## src/rtl/pipelined_adder.sv

```systemverilog
// Pipelined WIDTH-bit add/subtract unit: one CHUNK-bit slice per stage, carry rippled through registers.
// Optional signed-overflow output `ovf` is built only when ADDER_OVF_EN is defined.
module pipelined_adder #(
    parameter int WIDTH  = 16,
    parameter int STAGES = 4
) (
    input  logic             clk,
    input  logic             rst_n,
    input  logic             in_valid,
    output logic             in_ready,
    input  logic [WIDTH-1:0] a,
    input  logic [WIDTH-1:0] b,
    input  logic             cin,
    input  logic             sub,
    output logic             out_valid,
    input  logic             out_ready,
    output logic [WIDTH-1:0] sum,
    output logic             cout
`ifdef ADDER_OVF_EN
    ,
    output logic             ovf
`endif
);

    localparam int CHUNK = WIDTH / STAGES;
    localparam logic [WIDTH-1:0] CHUNK_MASK = {WIDTH{1'b1}} >> (WIDTH - CHUNK);

    logic adv;

    // Entry k holds an operation before chunk k has been added; entry 0 is the capture register.
    logic             valid_reg [STAGES];
    logic [WIDTH-1:0] a_reg     [STAGES];
    logic [WIDTH-1:0] b_reg     [STAGES];
    logic [WIDTH-1:0] res_reg   [STAGES];
    logic             carry_reg [STAGES];

    logic [WIDTH-1:0] res_next   [STAGES];
    logic             carry_next [STAGES];

    logic             out_valid_reg;
    logic [WIDTH-1:0] sum_reg;
    logic             cout_reg;

    // The whole pipe moves as one unit whenever the result slot is empty or being drained.
    assign adv      = ~out_valid_reg | out_ready;
    assign in_ready = adv;

    genvar gi;
    generate
        for (gi = 0; gi < STAGES; gi++) begin : g_stage
            logic [CHUNK:0] chunk_sum;

            assign chunk_sum = {1'b0, a_reg[gi][gi*CHUNK +: CHUNK]}
                             + {1'b0, b_reg[gi][gi*CHUNK +: CHUNK]}
                             + (CHUNK+1)'(carry_reg[gi]);

            assign res_next[gi] = (res_reg[gi] & ~(CHUNK_MASK << (gi*CHUNK)))
                                | (WIDTH'(chunk_sum[CHUNK-1:0]) << (gi*CHUNK));
            assign carry_next[gi] = chunk_sum[CHUNK];
        end
    endgenerate

    always_ff @(posedge clk or negedge rst_n) begin
        if (!rst_n) begin
            for (int k = 0; k < STAGES; k++) begin
                valid_reg[k] <= 1'b0;
                a_reg[k]     <= '0;
                b_reg[k]     <= '0;
                res_reg[k]   <= '0;
                carry_reg[k] <= 1'b0;
            end
        end else if (adv) begin
            valid_reg[0] <= in_valid;
            if (in_valid) begin
                // Subtraction folds into addition: a + ~b + 1.
                a_reg[0]     <= a;
                b_reg[0]     <= sub ? ~b : b;
                carry_reg[0] <= sub | cin;
                res_reg[0]   <= '0;
            end
            for (int k = 1; k < STAGES; k++) begin
                valid_reg[k] <= valid_reg[k-1];
                a_reg[k]     <= a_reg[k-1];
                b_reg[k]     <= b_reg[k-1];
                res_reg[k]   <= res_next[k-1];
                carry_reg[k] <= carry_next[k-1];
            end
        end
    end

    always_ff @(posedge clk or negedge rst_n) begin
        if (!rst_n) begin
            out_valid_reg <= 1'b0;
            sum_reg       <= '0;
            cout_reg      <= 1'b0;
        end else if (adv) begin
            out_valid_reg <= valid_reg[STAGES-1];
            if (valid_reg[STAGES-1]) begin
                sum_reg  <= res_next[STAGES-1];
                cout_reg <= carry_next[STAGES-1];
            end
        end
    end

    assign out_valid = out_valid_reg;
    assign sum       = sum_reg;
    assign cout      = cout_reg;

`ifdef ADDER_OVF_EN
    logic ovf_reg;

    // Overflow: like-signed operands producing a result of the opposite sign.
    always_ff @(posedge clk or negedge rst_n) begin
        if (!rst_n) begin
            ovf_reg <= 1'b0;
        end else if (adv && valid_reg[STAGES-1]) begin
            ovf_reg <= (a_reg[STAGES-1][WIDTH-1] == b_reg[STAGES-1][WIDTH-1])
                     & (res_next[STAGES-1][WIDTH-1] != a_reg[STAGES-1][WIDTH-1]);
        end
    end

    assign ovf = ovf_reg;
`endif

endmodule

```

## config.mk

```make
export PLATFORM = sky130hd
export DESIGN_NAME = pipelined_adder
export DESIGN_NICKNAME = d
export VERILOG_FILES = /design/src/rtl/pipelined_adder.sv
export SDC_FILE = /design/constraint.sdc
export NUM_CORES = 1
export LEC_CHECK = 0
export ABC_AREA = 1
export CAP_MARGIN = 30
export CORE_ASPECT_RATIO = 1.75
export CORE_MARGIN = 5
export CORE_UTILIZATION = 56
export DETAILED_ROUTE_END_ITERATION = 7
export PLACE_DENSITY = 0.76
export SYNTH_ARGS = -nofsm -noshare
export SYNTH_HDL_FRONTEND = slang
export SYNTH_SLANG_ARGS = --single-unit
export TNS_END_PERCENT = 30
```

## constraint.sdc

```tcl
create_clock -name clk -period 1.8 [get_ports clk]
set_input_delay 0.54 -clock clk [delete_from_list [all_inputs] [get_ports clk]]
set_output_delay 0.54 -clock clk [all_outputs]
set_load 0.01 [all_outputs]
```

==> results of run 1 <==
==> worst min path at each step <==
stage                          start                     to  slack [ns]  cells after the start
2_1_floorplan                  rst_n  a_reg[12]$_DFFE_PN0N_        0.24                      0
3_5_place_dp   a_reg[30]$_DFFE_PN0N_  a_reg[14]$_DFFE_PN0N_        0.45                      2
6_report                       rst_n    sum[10]$_DFFE_PN0P_        0.13                      2
4_1_cts                        rst_n    sum[10]$_DFFE_PN0P_        0.13                      2
5_1_grt                        rst_n    sum[10]$_DFFE_PN0P_        0.16                      2
3_3_place_gp   a_reg[30]$_DFFE_PN0N_  a_reg[14]$_DFFE_PN0N_        0.45                      2
==> synth_stat cells <==
| library cell | n | area share [%] |
|---|---|---|
| nand2_1 | 234 | 16 |
| dfrtp_1 | 130 | 59 |
| o21ai_1 | 57 | 5.2 |
| inv_1 | 49 | 3.4 |
| o21ai_0 | 24 | 2.2 |
| xnor2_1 | 17 | 2.7 |
| buf_2 | 12 | 1.1 |
| ha_1 | 12 | 2.7 |
| nand3_1 | 12 | 1.1 |
| clkbuf_1 | 8 | 0.55 |
| fa_1 | 8 | 2.9 |
| nor2_1 | 8 | 0.55 |
| a21oi_1 | 7 | 0.64 |
| buf_1 | 5 | 0.34 |
| inv_2 | 3 | 0.21 |
| nor2_4 | 2 | 0.41 |
| buf_4 | 1 | 0.14 |
| nand2_2 | 1 | 0.11 |
| o22ai_1 | 1 | 0.11 |
| or2_2 | 1 | 0.11 |
| xor2_1 | 1 | 0.16 |
==> repair_timing <==
item,4_1_cts,5_1_grt
setup endpoints to repair,19,2
pin swaps,1,0
resized for setup,21,2
==> metal layers <==
layer	vias up	part of all wire, %	track usage [%]
li1	1975	-	-
met1	1898	40	20.8
met2	93	54	33.6
met3	8	5.1	4.55
met4	0	1.0	7.76
met5	-	0	0
==> power by group <==
group	total [mW]	internal (mW)	switching, mW	leakage (nW)
clock network	3.25	2.12	1.13	0.280
logic	3.77	1.56	2.22	1.56
registers	4.80	4.17	0.629	1.61
total	11.8	7.85	3.98	3.44
==> metrics by stage <==
stage               hold WS, ns  cell area, um^2
CTS                       0.132             6800
global placement          0.454             6260
global route              0.157             6800
finish                    0.127             6800
floorplan                 0.244             5480
detailed placement        0.453             6260
==> critical path, delay by kind of cell, from the launching register on <==
| kind | cells | cell delay [ns] |
|---|---|---|
| AO/OA/AOI/OAI | 1 | 0.14 |
| XOR/XNOR | 1 | 0.17 |
| adder cells (fa/ha/maj) | 2 | 0.85 |
| flip-flops | 1 | 0.40 |
| buffers and inverters | 1 | 0.07 |
==> cells by family (layout without fill, tap and decap cells) <==
kind of cell / after synthesis / in the layout
compound gates: 89 / 89
xor+xnor: 18 / 18
fa+ha+maj: 20 / 20
buf+inv: 78 / 153
flops: 130 / 130
simple gates: 258 / 258
==> cell type report <==
| cell class | count | area [um^2] |
|---|---|---|
| well taps | 122 | 153 |
| repair buffers | 71 | 717 |
| clock inverters | 6 | 80.1 |
| inverters | 52 | 195 |
| multi-input cells | 385 | 1920 |
| clock buffers | 24 | 482 |
| fillers | 711 | 2730 |
| flip-flops and latches | 130 | 3250 |
==> flow_summary.toml, run 1 <==
[layout]
fin_nets = 715
layout-drive-gt1-share_pct = 7.49
area_growth_syn_to_layout_pct = 24.0
final_cell_mix = "nand2_1, dfrtp_1, o21ai_1"
fin_cells = 790
layout_commonest_cell = "nand2_1"
n_antenna_cell = 0
finish.utilization_pct = 71.4

[logic_synthesis]
synth_fa_ha_area_share_pct = 5.66
syn_area_per_cell_um2 = 9.25
netlist_instances = 593
synth_top_family_by_area = "simple AND/OR/NAND/NOR gates"
synth.cell_area_um2 = 5480
synth_warnings = 0
synth.area.mux_share_pct = 0
synth_xor_area_share_pct = 2.88
ys_types = 21
ys_seq_area_share_pct = 59.3
synth_compound_area_share_pct = 8.15
synth_fp_nets = 651
synthSimpleGateAreaFrac_pct = 18.3
ys_ff_latch = 130

[clock_tree]
post-cts-setup-buffer-count = 0
clk_pin_slew_ns = 0.05
cts.path.max_buffers = 2
ctsHoldBuffers = 0
cts_sinks = 130
cts_tree = "yes"
root_buffer = "clkbuf_16"
htree_levels = 4
cts_buffers = 17
insertion_delay_ns = 0.41

[critical_path]
r2r-end = "res_reg[10]$_DFFE_PN0N_"
r2r_cells = 5
reg2reg_slack_ns = 0.09
crit_fanout = 2
endpoint_kind = "flip-flop"
cp.arrival_ns = 2.03
endpoint = "res_reg[10]$_DFFE_PN0N_"
crit_type = "flip-flop to flip-flop"
path_common_cell = "fa_1"
required_ns = 2.13
crit_path_start_kind = "flip-flop"
crit_path_start = "carry_reg[1]$_DFFE_PN0N_"
cp_slowest_cell = "fa_1"
crit_chain = "inv_1 > fa_1 > fa_1 > xor2_1 > o21ai_0"
max_stage_delay_ns = 0.43
r2r-start = "carry_reg[1]$_DFFE_PN0N_"

[pwr]
power_density_nw_per_um2 = 1740
vdd_drop_max_mv = 0.947
power_mw = 11.8
power_leakage_nw = 3.44

[die]
core_um2 = 9530
start_util_pct = 57.6
die_w_um = 84.8
dieArea_um2 = 11900
die_h_um = 141
io_pins = 57
num_rows = 47

[sta]
rsz0062_at_grt = "no"
setup_ws_ns = 0.0945
hold_violations = 0
fin_crit_ns = 1.71
tightestPinTransition_ns = 0.382
setup_viol = 0
period_share_pct = 94.8
finalSetupTns_ns = 0
drv_slew = 0
fin_skew_ns = 0.00572
slew_headroom_pct = 74.5
max_freq_ghz = 0.586

[place]
dp.cells = 760
port_buffers = 56
hpwl_um = 6760
place_congestion = 0.765
dp_slack_ns = -0.436

[drt]
routedWlPerCell_um = 12.8
wirelength_um = 10100
first_iter_violations = 250
num_vias = 3974
ant_nets = 0
routed_via_density = 5.03
drc = 0
dr.pass1.iters = 7

[grt]
grt_pass1_wl_um = 17700
grt_max_degree = 76
antenna_found_initial = 0
track_usage_pct = 18.7
grt_pass1_vias = 3977
globalRouteOverflowTotal = 0

[run]
cap_violations = 0

[run_status]
status = "complete, no violations"

[worst_hold_path]
min_path_type = "primary input to asynchronous set/reset pin"
Note: power is estimated with default switching activity, not from simulation.
==> inputs of run 2 (changes only) <==
Settings changed: RECOVER_POWER set to 100.
==> run 2 against run 1 <==
Against the previous run: sequential share of layout area grew 0.59 points; register-to-register slack is essentially flat; global-route usage is the same; power shrank 1.5%; largest cell class unchanged; highest routed layer unchanged.
==> flow_summary.toml, run 2 (synthesis results as in run 1) <==
[run]
cap_violations = 0

[sta]
setup_viol = 0
fin_crit_ns = 1.71
setup_ws_ns = 0.0914
worst_hold_slack_ns = 0.423
max_freq_ghz = 0.585
tightestPinTransition_ns = 1.30
hold_violations = 0
slew_headroom_pct = 13.5
period_share_pct = 94.9
fin_skew_ns = 0.00884
drv_slew = 0
rsz0062_at_grt = "no"
finalSetupTns_ns = 0

[die]
core_um2 = 9530
num_rows = 47
start_util_pct = 57.6
dieArea_um2 = 11900
io_pins = 57
die_w_um = 84.8
die_h_um = 141

[drt]
drc = 0
num_vias = 4015
wirelength_um = 10200
routedWlPerCell_um = 12.9
first_iter_violations = 266
ant_nets = 0
routed_via_density = 5.08
dr.pass1.iters = 5

[grt]
track_usage_pct = 18.7
grt_max_degree = 76
grt_pass1_vias = 3977
grt_pass1_wl_um = 17700
globalRouteOverflowTotal = 0
antenna_found_initial = 0

[clock_tree]
cts_sinks = 130
post-cts-setup-buffer-count = 0
cts.path.max_buffers = 2
htree_levels = 4
clk_pin_slew_ns = 0.05
cts_tree = "yes"
insertion_delay_ns = 0.41
root_buffer = "clkbuf_16"
cts_buffers = 17

[layout]
layout_commonest_cell = "nand2_1"
layout-drive-gt1-share_pct = 6.74
fin_nets = 715
final_cell_mix = "nand2_1, dfrtp_1, o21ai_0"
fillers = 721
finish.utilization_pct = 70.5
area_growth_syn_to_layout_pct = 22.5
fin_cells = 790
n_antenna_cell = 0

[critical_path]
cp_slowest_cell = "fa_1"
r2r-end = "res_reg[10]$_DFFE_PN0N_"
worstPathBufferInverterCount = 1
crit_path_start_kind = "flip-flop"
crit_type = "flip-flop to flip-flop"
r2r-start = "carry_reg[1]$_DFFE_PN0N_"
r2r_cells = 5
path_delay_family = "adder cells"
max_stage_delay_ns = 0.43
crit_fanout = 2
path_common_cell = "fa_1"
reg2reg_slack_ns = 0.09
cp.arrival_ns = 2.04
endpoint_kind = "flip-flop"
required_ns = 2.13
crit_chain = "inv_1 > fa_1 > fa_1 > xor2_1 > o21ai_0"

[pwr]
power_density_nw_per_um2 = 1730
p_seq_share_pct = 41.2
vdd_drop_max_mv = 0.919
power_leakage_nw = 3.41
combPwrFrac_pct = 30.8
p_int_mw = 7.72
swShare_pct = 33.7
power.switching_mw = 3.92
clkPwrFrac_pct = 28.0

[worst_hold_path]
min_path_type = "primary input to asynchronous set/reset pin"

[place]
port_buffers = 56
dp.cells = 760
dp_slack_ns = -0.436
place_congestion = 0.765
hpwl_um = 6760

[run_status]
status = "complete, no violations"
[run 2: cell count changes in the layout (fill, tap and decap cells not counted), sizes merged]
cell	before	now
buf	16	7
clkbuf	25	34
[run 2: cell type report]
| type | instances | area, um^2 | share of cell area, % |
|---|---|---|---|
| inverter | 52 | 195 | 2.91 |
| tap | 122 | 153 | 2.27 |
| clock inverter | 6 | 80.1 | 1.19 |
| timing repair buffer | 71 | 637 | 9.48 |
| sequential | 130 | 3250 | 48.4 |
| clock buffer | 24 | 482 | 7.17 |
| multi-input combinational | 385 | 1920 | 28.5 |
[run 2: worst register-to-register path, delay by kind of cell, from the launching register on]
family | cells | cell delay (ns)
buf+inv | 1 | 0.07
compound gates | 1 | 0.14
xor+xnor | 1 | 0.17
fa+ha+maj | 2 | 0.84
flops | 1 | 0.40
[run 2: power by group through the flow]
stage	Clock, mW	Combinational [mW]	Sequential [mW]
2_1_floorplan	0	2.51	4.77
3_3_place_gp	0	3.66	4.78
3_5_place_dp	0	3.85	4.84
4_1_cts	3.30	3.84	4.81
5_1_grt	3.42	4.21	4.95
6_report	3.25	3.59	4.80
[run 2: metrics by stage]
step | instance area, um^2 | total power [mW]
final | 6720 | 11.6
after CTS | 6800 | 11.9
after global routing | 6720 | 12.6
after floorplan | 5480 | 7.28
after detailed placement | 6260 | 8.69
after global placement | 6260 | 8.44
[run 2: per-layer routing]
layer | wire (um) | track usage, % | up-vias
li1 | - | - | 1974
met1 | 4030 | 20.8 | 1918
met2 | 5460 | 33.6 | 112
met3 | 599 | 4.55 | 11
met4 | 123 | 7.76 | 0
met5 | 0 | 0 | -
[run 2: how the worst max path moves through the flow]
stage | from | to | cells past startpoint
after detailed placement | out_ready | in_ready | 4
after global routing | carry_reg[1]$_DFFE_PN0N_ | res_reg[10]$_DFFE_PN0N_ | 5
after floorplan | out_ready | in_ready | 3
after global placement | out_ready | in_ready | 4
final | carry_reg[1]$_DFFE_PN0N_ | res_reg[10]$_DFFE_PN0N_ | 5
after CTS | out_valid$_DFFE_PN0N_ | in_ready | 4
[run 2: what timing repair did]
action / 4_1_cts / 5_1_grt
hold buffers: 0 / 0
endpoints found under the setup margin: 19 / 2
cloned: 0 / 0
gates resized for setup: 21 / 2
pin swaps: 1 / 0
